File: config.mk
export PLATFORM = sky130hd
export DESIGN_NAME = keypad_scan
export DESIGN_NICKNAME = d
export VERILOG_FILES = /design/src/rtl/keypad_pkg.sv /design/src/rtl/keypad_scan_tick.sv /design/src/rtl/keypad_scan.sv
export SDC_FILE = /design/constraint.sdc
export NUM_CORES = 1
export LEC_CHECK = 0
export ABC_AREA = 1
export BUFFER_PORTS_ARGS = -buffer_cell sky130_fd_sc_hd__buf_2
export CAP_MARGIN = 40
export CORE_MARGIN = 2
export CORE_UTILIZATION = 45
export DETAILED_ROUTE_END_ITERATION = 8
export MAX_ROUTING_LAYER = met4
export SYNTH_ARGS = -nofsm -noshare
export SYNTH_HDL_FRONTEND = slang
export SYNTH_SLANG_ARGS = --single-unit
File: constraint.sdc
create_clock -name clk_e -period 2.14 [get_ports clk_e]
set_input_delay 0.428 -clock clk_e [delete_from_list [all_inputs] [get_ports clk_e]]
set_output_delay 0.428 -clock clk_e [all_outputs]
set_load 0.005 [all_outputs]
File: src/rtl/keypad_pkg.sv
`default_nettype none
// ============================================================================
//  Module   : keypad_pkg
//  Purpose  : Shared constants for the 4x4 keypad scanner: FSM state
//             encoding, idle row drive and key code width.
//  Ports    : none (package)
//  Revision : 1.0  initial release
// ============================================================================
package keypad_pkg;

    localparam int KEY_W = 4;

    localparam logic [1:0] SCAN      = 2'd0;
    localparam logic [1:0] DEB_PRESS = 2'd1;
    localparam logic [1:0] PRESSED   = 2'd2;
    localparam logic [1:0] DEB_REL   = 2'd3;

    // All rows released (rows are driven active low)
    localparam logic [3:0] ROW_IDLE = 4'b1111;

endpackage : keypad_pkg
`default_nettype wire

File: src/rtl/keypad_scan_tick.sv
`default_nettype none
// ============================================================================
//  Module   : scan_tick
//  Purpose  : Free-running row-dwell prescaler. Counts 0..SCAN_DIV-1 and
//             wraps; o_tick is high on the last count of every dwell.
//  Ports    : clk_e   - system clock
//             rst     - asynchronous active-low reset
//             o_tick  - one-cycle strobe at the end of each dwell
//  Revision : 1.0  initial release
// ============================================================================
module scan_tick #(
    parameter int SCAN_DIV = 5000
) (
    input  logic clk_e,
    input  logic rst,
    output logic o_tick
);

    localparam int             CW     = (SCAN_DIV > 1) ? $clog2(SCAN_DIV) : 1;
    localparam logic [CW-1:0]  C_LAST = CW'(SCAN_DIV - 1);

    logic [CW-1:0] r_div_cnt;

    always_ff @(posedge clk_e or negedge rst) begin
        if (!rst) begin
            r_div_cnt <= '0;
        end else if (r_div_cnt == C_LAST) begin
            r_div_cnt <= '0;
        end else begin
            r_div_cnt <= r_div_cnt + 1'b1;
        end
    end

    assign o_tick = (r_div_cnt == C_LAST);

endmodule : scan_tick
`default_nettype wire

File: src/rtl/keypad_scan.sv
`default_nettype none
// ============================================================================
//  Module   : keypad_scan
//  Purpose  : 4x4 passive matrix keypad scanner. Walks a single low row,
//             samples the pulled-up columns at the end of each dwell,
//             debounces press and release, and reports one code per press.
//             digits is a two-key shift buffer in display-driver format.
//  Ports    : clk_e     - system clock
//             rst       - asynchronous active-low reset
//             row       - row drive, active low (4'b1111 in reset)
//             col       - column sense, active low, asynchronous
//             key_code  - last accepted key {row_idx, col_idx}
//             key_valid - one-cycle pulse per accepted key
//             key_held  - high from acceptance until release is debounced
//             digits    - {previous key_code, latest key_code}
//  Revision : 1.0  initial release
// ============================================================================
module keypad_scan #(
    parameter int SCAN_DIV = 5000,
    parameter int DEBOUNCE = 4
) (
    input  logic       clk_e,
    input  logic       rst,
    output logic [3:0] row,
    input  logic [3:0] col,
    output logic [3:0] key_code,
    output logic       key_valid,
    output logic       key_held,
    output logic [7:0] digits
);

    import keypad_pkg::*;

    localparam int            DW          = $clog2(DEBOUNCE + 1);
    // deb_cnt holds the number of samples already seen, so the sample that
    // makes it reach DEBOUNCE arrives while it still reads DEBOUNCE-1.
    localparam logic [DW-1:0] C_DEB_LAST  = DW'(DEBOUNCE - 1);
    localparam logic          C_DEB_ONE   = (DEBOUNCE == 1);

    logic [3:0]       r_col_meta;
    logic [3:0]       r_col_s;
    logic [1:0]       r_row_idx;
    logic [1:0]       r_state;
    logic [DW-1:0]    r_deb_cnt;
    logic [KEY_W-1:0] r_cand;
    logic [3:0]       r_row;
    logic [KEY_W-1:0] r_key_code;
    logic             r_key_valid;
    logic             r_key_held;
    logic [7:0]       r_digits;

    logic             w_tick;
    logic             w_hit;
    logic [1:0]       w_col_idx;
    logic             w_match;
    logic             w_accept;
    logic             w_release;
    logic [KEY_W-1:0] w_accept_code;

    scan_tick #(
        .SCAN_DIV (SCAN_DIV)
    ) u_scan_tick (
        .clk_e  (clk_e),
        .rst    (rst),
        .o_tick (w_tick)
    );

    // Two-flop synchronizer; idles as "no key" so reset never fakes a hit.
    always_ff @(posedge clk_e or negedge rst) begin
        if (!rst) begin
            r_col_meta <= 4'hF;
            r_col_s    <= 4'hF;
        end else begin
            r_col_meta <= col;
            r_col_s    <= r_col_meta;
        end
    end

    // Lowest-numbered low column wins.
    always_comb begin
        w_col_idx = 2'd0;
        for (int i = 3; i >= 0; i--) begin
            if (!r_col_s[i]) begin
                w_col_idx = 2'(i);
            end
        end
    end

    assign w_hit   = ~&r_col_s;
    assign w_match = w_hit && (w_col_idx == r_cand[1:0]);

    // A single-sample debounce accepts straight from SCAN; otherwise the
    // candidate latched on entry to DEB_PRESS is the one reported.
    assign w_accept_code = (r_state == SCAN) ? {r_row_idx, w_col_idx} : r_cand;
    assign w_accept  = w_tick &&
                       (((r_state == SCAN) && w_hit && C_DEB_ONE) ||
                        ((r_state == DEB_PRESS) && w_match && (r_deb_cnt == C_DEB_LAST)));
    assign w_release = w_tick && !w_hit &&
                       (((r_state == PRESSED) && C_DEB_ONE) ||
                        ((r_state == DEB_REL) && (r_deb_cnt == C_DEB_LAST)));

    always_ff @(posedge clk_e or negedge rst) begin
        if (!rst) begin
            r_row_idx   <= 2'd0;
            r_state     <= SCAN;
            r_deb_cnt   <= '0;
            r_cand      <= '0;
            r_row       <= ROW_IDLE;
            r_key_code  <= '0;
            r_key_valid <= 1'b0;
            r_key_held  <= 1'b0;
            r_digits    <= 8'h00;
        end else begin
            r_key_valid <= 1'b0;
            // Row output lags row_idx by one cycle; the dwell is long
            // enough to cover this plus the synchronizer delay.
            r_row       <= ~(4'b0001 << r_row_idx);

            if (w_accept) begin
                r_cand      <= w_accept_code;
                r_key_code  <= w_accept_code;
                r_digits    <= {r_digits[3:0], w_accept_code};
                r_key_valid <= 1'b1;
                r_key_held  <= 1'b1;
                r_state     <= PRESSED;
            end else if (w_release) begin
                r_key_held <= 1'b0;
                r_row_idx  <= r_row_idx + 1'b1;
                r_state    <= SCAN;
            end else if (w_tick) begin
                case (r_state)
                    SCAN: begin
                        if (w_hit) begin
                            r_cand    <= {r_row_idx, w_col_idx};
                            r_deb_cnt <= DW'(1);
                            r_state   <= DEB_PRESS;
                        end else begin
                            r_row_idx <= r_row_idx + 1'b1;
                        end
                    end
                    DEB_PRESS: begin
                        if (w_match) begin
                            r_deb_cnt <= r_deb_cnt + 1'b1;
                        end else begin
                            r_row_idx <= r_row_idx + 1'b1;
                            r_state   <= SCAN;
                        end
                    end
                    PRESSED: begin
                        if (!w_hit) begin
                            r_deb_cnt <= DW'(1);
                            r_state   <= DEB_REL;
                        end
                    end
                    DEB_REL: begin
                        if (!w_hit) begin
                            r_deb_cnt <= r_deb_cnt + 1'b1;
                        end else begin
                            // Release bounce: back to held, no new report.
                            r_state <= PRESSED;
                        end
                    end
                    default: r_state <= SCAN;
                endcase
            end
        end
    end

    assign row       = r_row;
    assign key_code  = r_key_code;
    assign key_valid = r_key_valid;
    assign key_held  = r_key_held;
    assign digits    = r_digits;

endmodule : keypad_scan
`default_nettype wire

==> flow_summary.rst, run 1 <==
.. list-table::
   :header-rows: 1

   * - Metric
     - Value
   * - Nets
     - 325
   * - Slew HR
     - 0.709
   * - Number of input and output port buffers inserted
     - 23
   * - Floorplan Core Area
     - 5040 sq um
   * - # resized after CTS
     - 0
   * - Setup tns final
     - 0 ns
   * - Die Wd
     - 75.8 microns
   * - Worst setup startpoint
     - u_scan_tick.r_div_cnt[0]$_DFF_PN0_
   * - Fraction of synthesized cell area taken by the top area cell type
     - 0.367
   * - Ratio of cells with drive above 1 in the final layout
     - 0.208
   * - Result of the run
     - finished clean
   * - Avg Inst Size Synth
     - 8.08 sq um
   * - Number of buffers added by the clock tree synthesis step
     - 5
   * - Critical path data arrival time
     - 2.12 ns
   * - Hold bufs inserted after CTS
     - 0
   * - Post-synth EDFFs
     - 0
   * - DRC violations left
     - 0
   * - Share of async-settable or async-resettable flops after synthesis
     - 1.00
   * - Flop and latch count out of synthesis
     - 46
   * - Die area
     - 5740 sq um
   * - Total power divided by cell area
     - 566 nW/um^2
   * - Maximum number of pins on one net before global-route repair
     - 29
   * - Last element of the critical path
     - r_cand[1]$_DFFE_PN0P_
   * - Capture instance of the worst register-to-register path
     - r_cand[1]$_DFFE_PN0P_
   * - Most common cell in the synthesized netlist
     - nand2_1
   * - Net count after synthesis
     - 300
   * - Clk slew on worst S/H paths
     - 0.09 ns
   * - Static leakage power
     - 1.39 nW
   * - Layout Area Growth over Synthesis
     - 11.4%
   * - Clock tree from TritonCTS
     - built
   * - Share of the clock period used by the worst path
     - 0.894
   * - Number of maximum-capacitance constraint violations
     - 0
   * - Via total after detailed routing
     - 1782
   * - Startpoint-to-endpoint class of the critical path
     - reg -> reg
   * - Antenna diodes
     - 0
   * - Hold Fails Final Rpt
     - 0
   * - GPL Wtd Cong
     - 0.838
   * - Transition time at the pin with the least slew margin
     - 0.437 ns
   * - Initial standard-cell utilization of the core
     - 0.460
   * - Register-to-register setup slack
     - 0.23 ns
   * - CTS H-Tree Depth
     - 2
   * - Worst hold path type
     - in -> async
   * - Detailed-routing iteration count for the pre-antenna-repair pass
     - 4
   * - Vert. Die Dim
     - 75.8 microns
   * - Startpoint types
     - flop
   * - Total half-perimeter wirelength after legalization and detailed placement
     - 3210 microns
   * - Time the worst path needs with I/O delays and setup
     - 1.91 ns
   * - Setup-failing EPs final
     - 0
   * - Distinct cells, synth
     - 28
   * - Clk root buf
     - clkbuf_8
   * - Number of buffers added for setup after CTS
     - 0
   * - Cell count after synthesis
     - 287
   * - Top flip-flop cell by instance count after synthesis
     - dfrtp_1
   * - Clock tree sinks
     - 46
   * - Maximum fanout along the worst path
     - 22
   * - Global route total overflow
     - 0
   * - I/O pin cnt
     - 24
   * - Worst-case reg-to-reg path depth
     - 13
   * - First-pass GRT wire length
     - 7260 microns
   * - Nature of the critical path endpoint
     - flop
   * - Total GRT Usage
     - 0.173
   * - Largest area contributor in the netlist
     - dfrtp_1
   * - Highest achievable clock rate
     - 523 MHz
   * - Initial DRC Count
     - 79
   * - Startpoint of the lowest-slack register-to-register path
     - u_scan_tick.r_div_cnt[0]$_DFF_PN0_
   * - Initial antenna violation count
     - 0
   * - Data required time at the worst endpoint
     - 2.34 ns
   * - Setup ws final
     - 0.227 ns
   * - Total standard cell area after synthesis
     - 2320 sq um
   * - Ranking of synthesized cells by area
     - dfrtp_1 (37%), dfstp_2 (14%), nand2_1 (12%)
   * - Sequential cell area fraction in the yosys report
     - 0.503
   * - Average via count per standard cell
     - 4.65
   * - Skew-Pair Late Insertion Delay
     - 0.30 ns
   * - Final WL
     - 4170 microns
   * - Number of global-route vias before repair
     - 1625
   * - Clock tree buffer depth
     - 2
   * - Max Slew Vio Count
     - 0
   * - Post-placement setup slack
     - 0.238 ns
   * - Ranking of synthesized cells by instance count
     - nand2_1 (74), inv_1 (46), dfrtp_1 (34), nor2_1 (27), nand3_1 (23)
   * - Cell row count
     - 26
   * - Setup Skew
     - 0.00771 ns
   * - RSZ-0062 raised after global routing
     - false
   * - ANT nets after route
     - 0
   * - Total of warnings raised by yosys
     - 0
   * - VDD IR max
     - 0.412 mV
   * - Final routed wire length divided by cell count
     - 10.9 microns
## layer usage
layer | up-vias | wire (microns) | global-route usage | share of wire
li1 | 933 | - | - | -
met1 | 824 | 2050 | 0.228 | 0.49
met2 | 19 | 1950 | 0.262 | 0.47
met3 | 6 | 108 | 0.0397 | 0.026
met4 | 0 | 62 | 0.0585 | 0.015
met5 | - | 0 | - | 0
## layout by cell type (no fill, tap or decap), types with 7 or more instances in the layout
cell      n
nand2_1  74
inv_1    46
dfrtp_1  34
nor2_1   27
nand3_1  23
buf_2    23
o21ai_0  13
dfstp_2  12
nand4_1   7
ha_1      7
## worst min path at each step
stage / from / end / slack [ns] / depth (start not counted)
finish: rst / u_scan_tick.r_div_cnt[11]$_DFF_PN0_ / 0.05 / 1
global route: rst / u_scan_tick.r_div_cnt[11]$_DFF_PN0_ / 0.09 / 1
CTS: rst / u_scan_tick.r_div_cnt[11]$_DFF_PN0_ / 0.06 / 1
detailed placement: r_col_meta[3]$_DFF_PN1_ / r_col_s[3]$_DFF_PN1_ / 0.35 / 0
global placement: r_col_meta[1]$_DFF_PN1_ / r_col_s[1]$_DFF_PN1_ / 0.35 / 0
floorplan: rst / digits[3]$_DFFE_PN0P_ / 0.13 / 0
## flip-flops by register name (all words and copies together) (netlist names)
name / cells
r_cand: 4
row: 4
r_deb_cnt: 3
r_col_s: 4
key_valid: 1
r_state: 2
key_held: 1
r_col_meta: 4
r_row_idx: 2
digits: 5
u_scan_tick.r_div_cnt: 13
key_code: 3
## area by class of cell
cell class	count	area [sq um]
inverter	54	204
tap	70	87.6
clock inverter	3	21.3
fill	485	2460
multi-input combinational	181	900
sequential	46	1170
clock buffer	5	68.8
timing repair buffer	24	135
## critical path, cell delays in order (launching register included)
cell,delay [ns]
dfrtp_1,0.41
ha_1,0.25
nand2_2,0.10
clkinv_2,0.06
nand2_2,0.06
nor2_2,0.04
nand3_1,0.09
clkinv_1,0.08
nand2_2,0.32
inv_2,0.14
nand2_1,0.11
nand2_1,0.05
nand2_1,0.05
inv_1,0.03
## power breakdown
part / internal, mW / switching [mW] / leakage [nW]
Combinational: 0.0124 / 0.0304 / 0.758
Sequential: 0.883 / 0.00315 / 0.587
Clock: 0.230 / 0.303 / 0.0441
## logic make-up after synthesis
family                     Yosys count  share of synthesized area
DFF                                 46                      0.503
and+or+nand+nor                    149                      0.288
AOI/OAI and AO/OA                   23                     0.0545
buffers and inverters               60                      0.109
xor gates and xnor gates             2                    0.00756
adders and majority gates            7                     0.0378
## metrics by stage
stage,std cells,power [mW],utilization,area [sq um],hold slack (ns)
after floorplan,287,0.917,-,2320,0.132
after global placement,375,0.947,0.494,2490,0.346
after detailed placement,375,0.947,0.494,2490,0.347
after CTS,383,1.49,0.512,2580,0.0599
after global routing,383,1.52,0.512,2580,0.0901
final,383,1.46,0.512,2580,0.0483
No activity file was read; power rests on OpenSTA's default activity.
==> run 2: changes to the inputs <==
--- a/config.mk
+++ b/config.mk
@@ -6,12 +6,14 @@
 export NUM_CORES = 1
 export LEC_CHECK = 0
 export ABC_AREA = 1
-export BUFFER_PORTS_ARGS = -buffer_cell sky130_fd_sc_hd__buf_2
 export CAP_MARGIN = 40
 export CORE_MARGIN = 2
-export CORE_UTILIZATION = 45
+export CORE_UTILIZATION = 60
 export DETAILED_ROUTE_END_ITERATION = 8
+export DONT_BUFFER_PORTS = 1
+export GPL_TIMING_DRIVEN = 0
 export MAX_ROUTING_LAYER = met4
+export PLACE_DENSITY = 0.76
 export SYNTH_ARGS = -nofsm -noshare
 export SYNTH_HDL_FRONTEND = slang
 export SYNTH_SLANG_ARGS = --single-unit
==> flow_summary.rst, run 2 (synthesized netlist as in run 1, its figures left out) <==
.. list-table::
   :header-rows: 1

   * - Metric
     - Value
   * - Result of the run
     - finished clean
   * - Initial DRC Count
     - 92
   * - Clk slew on worst S/H paths
     - 0.08 ns
   * - First-pass GRT wire length
     - 7290 microns
   * - Slew HR
     - 0.785
   * - Maximum number of pins on one net before global-route repair
     - 47
   * - Register with the most flip-flops
     - u_scan_tick.r_div_cnt
   * - VDD IR max
     - 0.507 mV
   * - Antenna diodes
     - 0
   * - Detailed-routing iteration count for the pre-antenna-repair pass
     - 4
   * - Share of the clock period used by the worst path
     - 0.807
   * - Number of global-route vias before repair
     - 1722
   * - Clock tree buffer depth
     - 2
   * - Worst hold path type
     - in -> reg
   * - Initial antenna violation count
     - 0
   * - Most common library cell in the layout ignoring fill and taps
     - nand2_1
   * - Clk root buf
     - clkbuf_8
   * - Most frequent cells in the layout
     - nand2_1 (74), inv_1 (46), dfrtp_1 (34), nor2_1 (27), nand3_1 (23)
   * - Total GRT Usage
     - 0.228
   * - Via total after detailed routing
     - 1769
   * - RSZ-0062 raised after global routing
     - false
   * - Total power divided by cell area
     - 616 nW/um^2
   * - HP Start
     - col[1]
   * - Max Slew Vio Count
     - 0
   * - Setup tns final
     - 0 ns
   * - CTS H-Tree Depth
     - 2
   * - Die Wd
     - 66.2 microns
   * - Vert. Die Dim
     - 66.2 microns
   * - DRC violations left
     - 0
   * - Maximum fanout along the worst path
     - 4
   * - Data required time at the worst endpoint
     - 2.33 ns
   * - Clock tree sinks
     - 46
   * - Crit path max-delay cell type
     - dfrtp_1
   * - Cell family with the largest share of critical-path delay
     - simple AND/OR/NAND/NOR gates
   * - Most common cell type on the critical path
     - nand2_1
   * - Largest register FFs
     - 13
   * - Number of input and output port buffers inserted
     - 0
   * - List of cells traversed by the critical path
     - ha_1 > ha_1 > inv_1 > nor2_1 > nand4_1 > nand2_1 > nand2_1 > nor2_1 > nand2_1 > nand2_1 > nand2_1
   * - Layout Area Growth over Synthesis
     - 8.96%
   * - Critical path data arrival time
     - 1.92 ns
   * - Cell row count
     - 22
   * - Skew-Pair Late Insertion Delay
     - 0.30 ns
   * - I/O pin cnt
     - 24
   * - Nets
     - 309
   * - Initial standard-cell utilization of the core
     - 0.629
   * - Startpoint of the lowest-slack register-to-register path
     - r_deb_cnt[0]$_DFFE_PN0P_
   * - Final routed wire length divided by cell count
     - 11.9 microns
   * - Nature of the critical path endpoint
     - flop
   * - Clock tree from TritonCTS
     - built
   * - Setup Skew
     - 0.00148 ns
   * - Highest achievable clock rate
     - 579 MHz
   * - Max incr delay on CP
     - 0.39 ns
   * - Die area
     - 4380 sq um
   * - Transition time at the pin with the least slew margin
     - 0.319 ns
   * - Total half-perimeter wirelength after legalization and detailed placement
     - 3030 microns
   * - Floorplan Core Area
     - 3690 sq um
   * - Worst setup startpoint
     - r_deb_cnt[0]$_DFFE_PN0P_
   * - Startpoint types
     - flop
   * - Ratio of cells with drive above 1 in the final layout
     - 0.158
   * - GPL Wtd Cong
     - 0.877
   * - Startpoint-to-endpoint class of the critical path
     - reg -> reg
   * - Final WL
     - 4100 microns
   * - Count of buffering cells on the critical path with inverters included
     - 1
   * - Static leakage power
     - 1.32 nW
   * - Global route total overflow
     - 0
   * - Number of buffers added for setup after CTS
     - 0
   * - Time the worst path needs with I/O delays and setup
     - 1.73 ns
   * - Setup-failing EPs final
     - 0
   * - ANT nets after route
     - 0
   * - Average via count per standard cell
     - 5.13
   * - Total Power
     - 1.56 mW
   * - Number of maximum-capacitance constraint violations
     - 0
   * - Hold Fails Final Rpt
     - 0
   * - Number of buffers added by the clock tree synthesis step
     - 5
==> run 2: final timing paths <==
| check | endpoint | slack (ns) | depth (start not counted) |
|---|---|---|---|
| worst min-delay path | r_col_meta[1]$_DFF_PN1_ | 0.12 | 0 |
| min in group asynchronous | u_scan_tick.r_div_cnt[6]$_DFF_PN0_ | 0.63 | 2 |
| worst max-delay path | r_row_idx[1]$_DFFE_PN0P_ | 0.41 | 11 |
| worst min register to register | r_col_s[0]$_DFF_PN1_ | 0.36 | 0 |
| max in group asynchronous | row[3]$_DFF_PN1_ | 1.25 | 2 |
| worst max register to register | r_row_idx[1]$_DFFE_PN0P_ | 0.41 | 11 |
==> run 2: routing by layer <==
layer / vias up / global-route usage / share of wire
li1: 900 / - / -
met1: 818 / 0.269 / 0.45
met2: 42 / 0.373 / 0.49
met3: 9 / 0.0596 / 0.047
met4: 0 / 0.0918 / 0.021
met5: - / - / 0
==> run 2: stage by stage <==
| stage | utilization | instance area, sq um | hold WS [ns] | setup WS (ns) | std cells |
|---|---|---|---|---|---|
| floorplan | - | 2320 | 0.132 | 0.646 | 287 |
| global placement | 0.645 | 2380 | 0.134 | 0.450 | 335 |
| detailed placement | 0.645 | 2380 | 0.133 | 0.432 | 335 |
| CTS | 0.685 | 2530 | 0.111 | 0.417 | 345 |
| global route | 0.685 | 2530 | 0.0939 | 0.195 | 345 |
| finish | 0.685 | 2530 | 0.119 | 0.412 | 345 |
==> run 2: power breakdown <==
part / internal [mW] / leakage [nW] / switching (mW) / total, mW
combinational: 0.0121 / 0.687 / 0.0293 / 0.0414
sequential: 0.883 / 0.587 / 0.00373 / 0.886
clock: 0.348 / 0.0514 / 0.281 / 0.629
==> run 2: cell type report <==
cell class                 instances  area (sq um)
clock buffer                       6          72.6
clock inverter                     2          37.5
tap                               48          60.1
multi-input combinational        181           900
inverter                          54           204
sequential                        46          1170
buffer                             6          48.8
fill                             308          1160
timing repair buffer               2          37.5
==> run 2: timing repair <==
action	4_1_cts	5_1_grt
resized for setup	0	0
hold buffers	2	0
hold endpoints to repair	46	0
==> run 3: changes to the inputs <==
--- a/config.mk
+++ b/config.mk
@@ -8,12 +8,12 @@
 export ABC_AREA = 1
 export CAP_MARGIN = 40
 export CORE_MARGIN = 2
-export CORE_UTILIZATION = 60
+export CORE_UTILIZATION = 56
 export DETAILED_ROUTE_END_ITERATION = 8
 export DONT_BUFFER_PORTS = 1
 export GPL_TIMING_DRIVEN = 0
 export MAX_ROUTING_LAYER = met4
-export PLACE_DENSITY = 0.76
+export PLACE_DENSITY = 0.74
 export SYNTH_ARGS = -nofsm -noshare
 export SYNTH_HDL_FRONTEND = slang
 export SYNTH_SLANG_ARGS = --single-unit
==> constraint.sdc (replaced) <==
create_clock -name clk_e -period 1.4 [get_ports clk_e]
set_input_delay 0.28 -clock clk_e [delete_from_list [all_inputs] [get_ports clk_e]]
set_output_delay 0.28 -clock clk_e [all_outputs]
set_load 0.005 [all_outputs]
==> flow_summary.rst, run 3 (synthesized netlist as in run 1, its figures left out) <==
.. list-table::
   :header-rows: 1

   * - Metric
     - Value
   * - Via total after detailed routing
     - 2013
   * - Nature of the critical path endpoint
     - flop
   * - Finished Cell Area
     - 3020 sq um
   * - Ratio of cells with drive above 1 in the final layout
     - 0.385
   * - Max Slew Vio Count
     - 0
   * - Register-to-register setup slack
     - -0.25 ns
   * - Total GRT Usage
     - 0.238
   * - I/O pin cnt
     - 24
   * - Antenna diodes
     - 0
   * - RSZ-0062 raised after global routing
     - true
   * - HP Start
     - r_col_meta[0]$_DFF_PN1_
   * - Nets
     - 342
   * - Cell row count
     - 23
   * - Register with the most flip-flops
     - u_scan_tick.r_div_cnt
   * - Startpoint-to-endpoint class of the critical path
     - reg -> reg
   * - Initial DRC Count
     - 110
   * - Initial standard-cell utilization of the core
     - 0.580
   * - Setup-failing EPs final
     - 30
   * - Number of buffers added by the clock tree synthesis step
     - 5
   * - Fin util
     - 0.754
   * - Slew HR
     - 0.803
   * - Global route total overflow
     - 0
   * - Floorplan Core Area
     - 4000 sq um
   * - Worst-case reg-to-reg path depth
     - 13
   * - Number of maximum-capacitance constraint violations
     - 0
   * - Post-placement setup slack
     - -0.279 ns
   * - Maximum number of pins on one net before global-route repair
     - 47
   * - GPL Wtd Cong
     - 0.847
   * - Largest register FFs
     - 13
   * - Maximum fanout along the worst path
     - 5
   * - Total Power
     - 2.32 mW
   * - Number of global-route vias before repair
     - 1801
   * - Skew-Pair Late Insertion Delay
     - 0.31 ns
   * - Data required time at the worst endpoint
     - 1.61 ns
   * - Number of input and output port buffers inserted
     - 0
   * - Setup ws final
     - -0.245 ns
   * - Hold worst-path end
     - r_col_s[0]$_DFF_PN1_
   * - Most frequent cells in the layout
     - nand2_1 (61), inv_1 (36), dfrtp_1 (33), buf_4 (31), nand3_1 (18)
   * - Clk root buf
     - clkbuf_8
   * - Detailed-routing iteration count for the pre-antenna-repair pass
     - 4
   * - Worst hold path type
     - reg -> reg
   * - Failing checks
     - negative setup slack
   * - Final WL
     - 5110 microns
   * - Startpoint types
     - flop
   * - Initial antenna violation count
     - 0
   * - VDD IR max
     - 0.863 mV
   * - Setup Skew
     - 0.00313 ns
   * - Startpoint of the lowest-slack register-to-register path
     - u_scan_tick.r_div_cnt[0]$_DFF_PN0_
   * - Hold Fails Final Rpt
     - 0
   * - DRC violations left
     - 0
   * - Total power divided by cell area
     - 768 nW/um^2
   * - Highest achievable clock rate
     - 608 MHz
   * - Capture instance of the worst register-to-register path
     - r_cand[1]$_DFFE_PN0P_
   * - Final routed wire length divided by cell count
     - 13.5 microns
   * - Average via count per standard cell
     - 5.30
   * - Share of the clock period used by the worst path
     - 1.18
   * - Layout Area Growth over Synthesis
     - 30.1%
   * - ANT nets after route
     - 0
   * - Clock tree from TritonCTS
     - built
   * - Total half-perimeter wirelength after legalization and detailed placement
     - 2890 microns
   * - Result of the run
     - finished with violations
   * - Clk slew on worst S/H paths
     - 0.09 ns
   * - Most common library cell in the layout ignoring fill and taps
     - nand2_1
   * - Hold Crit Depth
     - 0
   * - Setup tns final
     - -4.97 ns
   * - Clock tree buffer depth
     - 2
   * - Critical path data arrival time
     - 1.86 ns
   * - Time the worst path needs with I/O delays and setup
     - 1.65 ns
   * - Clock tree sinks
     - 46
   * - Transition time at the pin with the least slew margin
     - 0.294 ns
   * - Die Wd
     - 68.3 microns
   * - First-pass GRT wire length
     - 7910 microns
   * - Die area
     - 4670 sq um
   * - Post-Place Cell Area
     - 2410 sq um
   * - CTS H-Tree Depth
     - 2
   * - Vert. Die Dim
     - 68.3 microns
   * - Static leakage power
     - 1.56 nW
run 3: cell count changes in the layout (fill, tap and decap cells not counted), moves of 5 or more:
cell,before,now
buf_4,5,31
nand2_1,74,61
nor2_1,27,15
inv_1,46,36
inv_2,6,14
nand2_2,6,13
nor2_2,1,8
nand2_4,0,6
nand3_1,23,18
nor2_4,3,8
run 3: critical path, stage by stage (launching register included):
cell     delay, ns
dfrtp_1       0.43
ha_4          0.18
nand2_4       0.07
inv_4         0.07
nand2_4       0.05
nor2_4        0.14
nand3_4       0.12
inv_4         0.07
nand2_4       0.07
buf_6         0.14
o21ai_2       0.05
nand2_1       0.06
nand2_1       0.06
inv_1         0.04
run 3: what timing repair did:
item,4_1_cts,5_1_grt
setup endpoints to repair,25,32
hold buffers,6,0
resized for setup,23,51
buffers inserted,21,10
pin swaps,13,19
gates cloned,1,0
endpoints found under the hold margin,50,0
run 3: where the power goes:
group | total [mW] | switching [mW] | internal, mW
clock | 0.868 | 0.495 | 0.373
sequential | 1.36 | 0.00713 | 1.35
combinational | 0.0928 | 0.0571 | 0.0357
run 3: metrics by stage:
step,hold slack (ns),cells
2_1_floorplan,-0.0156,287
5_1_grt,0.364,380
3_3_place_gp,-0.0135,337
4_1_cts,0.361,373
6_report,0.359,380
3_5_place_dp,-0.0137,337
run 3: worst max path at each step:
stage	start	end	slack (ns)	depth (start not counted)
2_1_floorplan	r_col_s[0]$_DFF_PN1_	r_cand[1]$_DFFE_PN0P_	-0.09	12
3_3_place_gp	r_deb_cnt[0]$_DFFE_PN0P_	r_row_idx[0]$_DFFE_PN0P_	-0.27	11
3_5_place_dp	u_scan_tick.r_div_cnt[0]$_DFF_PN0_	r_cand[1]$_DFFE_PN0P_	-0.28	12
4_1_cts	u_scan_tick.r_div_cnt[0]$_DFF_PN0_	r_cand[1]$_DFFE_PN0P_	-0.19	13
5_1_grt	u_scan_tick.r_div_cnt[1]$_DFF_PN0_	r_cand[1]$_DFFE_PN0P_	-0.35	13
6_report	u_scan_tick.r_div_cnt[0]$_DFF_PN0_	r_cand[1]$_DFFE_PN0P_	-0.25	13
run 3: area by class of cell:
class                      instances  area, sq um
fill                             280          983
clock buffer                       5         68.8
inverter                          54          213
multi-input combinational        181         1120
tap                               50         62.6
clock inverter                     3         28.8
timing repair buffer              35          307
buffer                             6         48.8
sequential                        46         1170
run 3: per-layer routing:
metal | vias up | global-route usage | part of all wire
met5 | - | - | 0
met4 | 0 | 0.0800 | 0.015
met3 | 9 | 0.0543 | 0.051
met2 | 71 | 0.380 | 0.52
met1 | 956 | 0.299 | 0.42
li1 | 977 | - | -
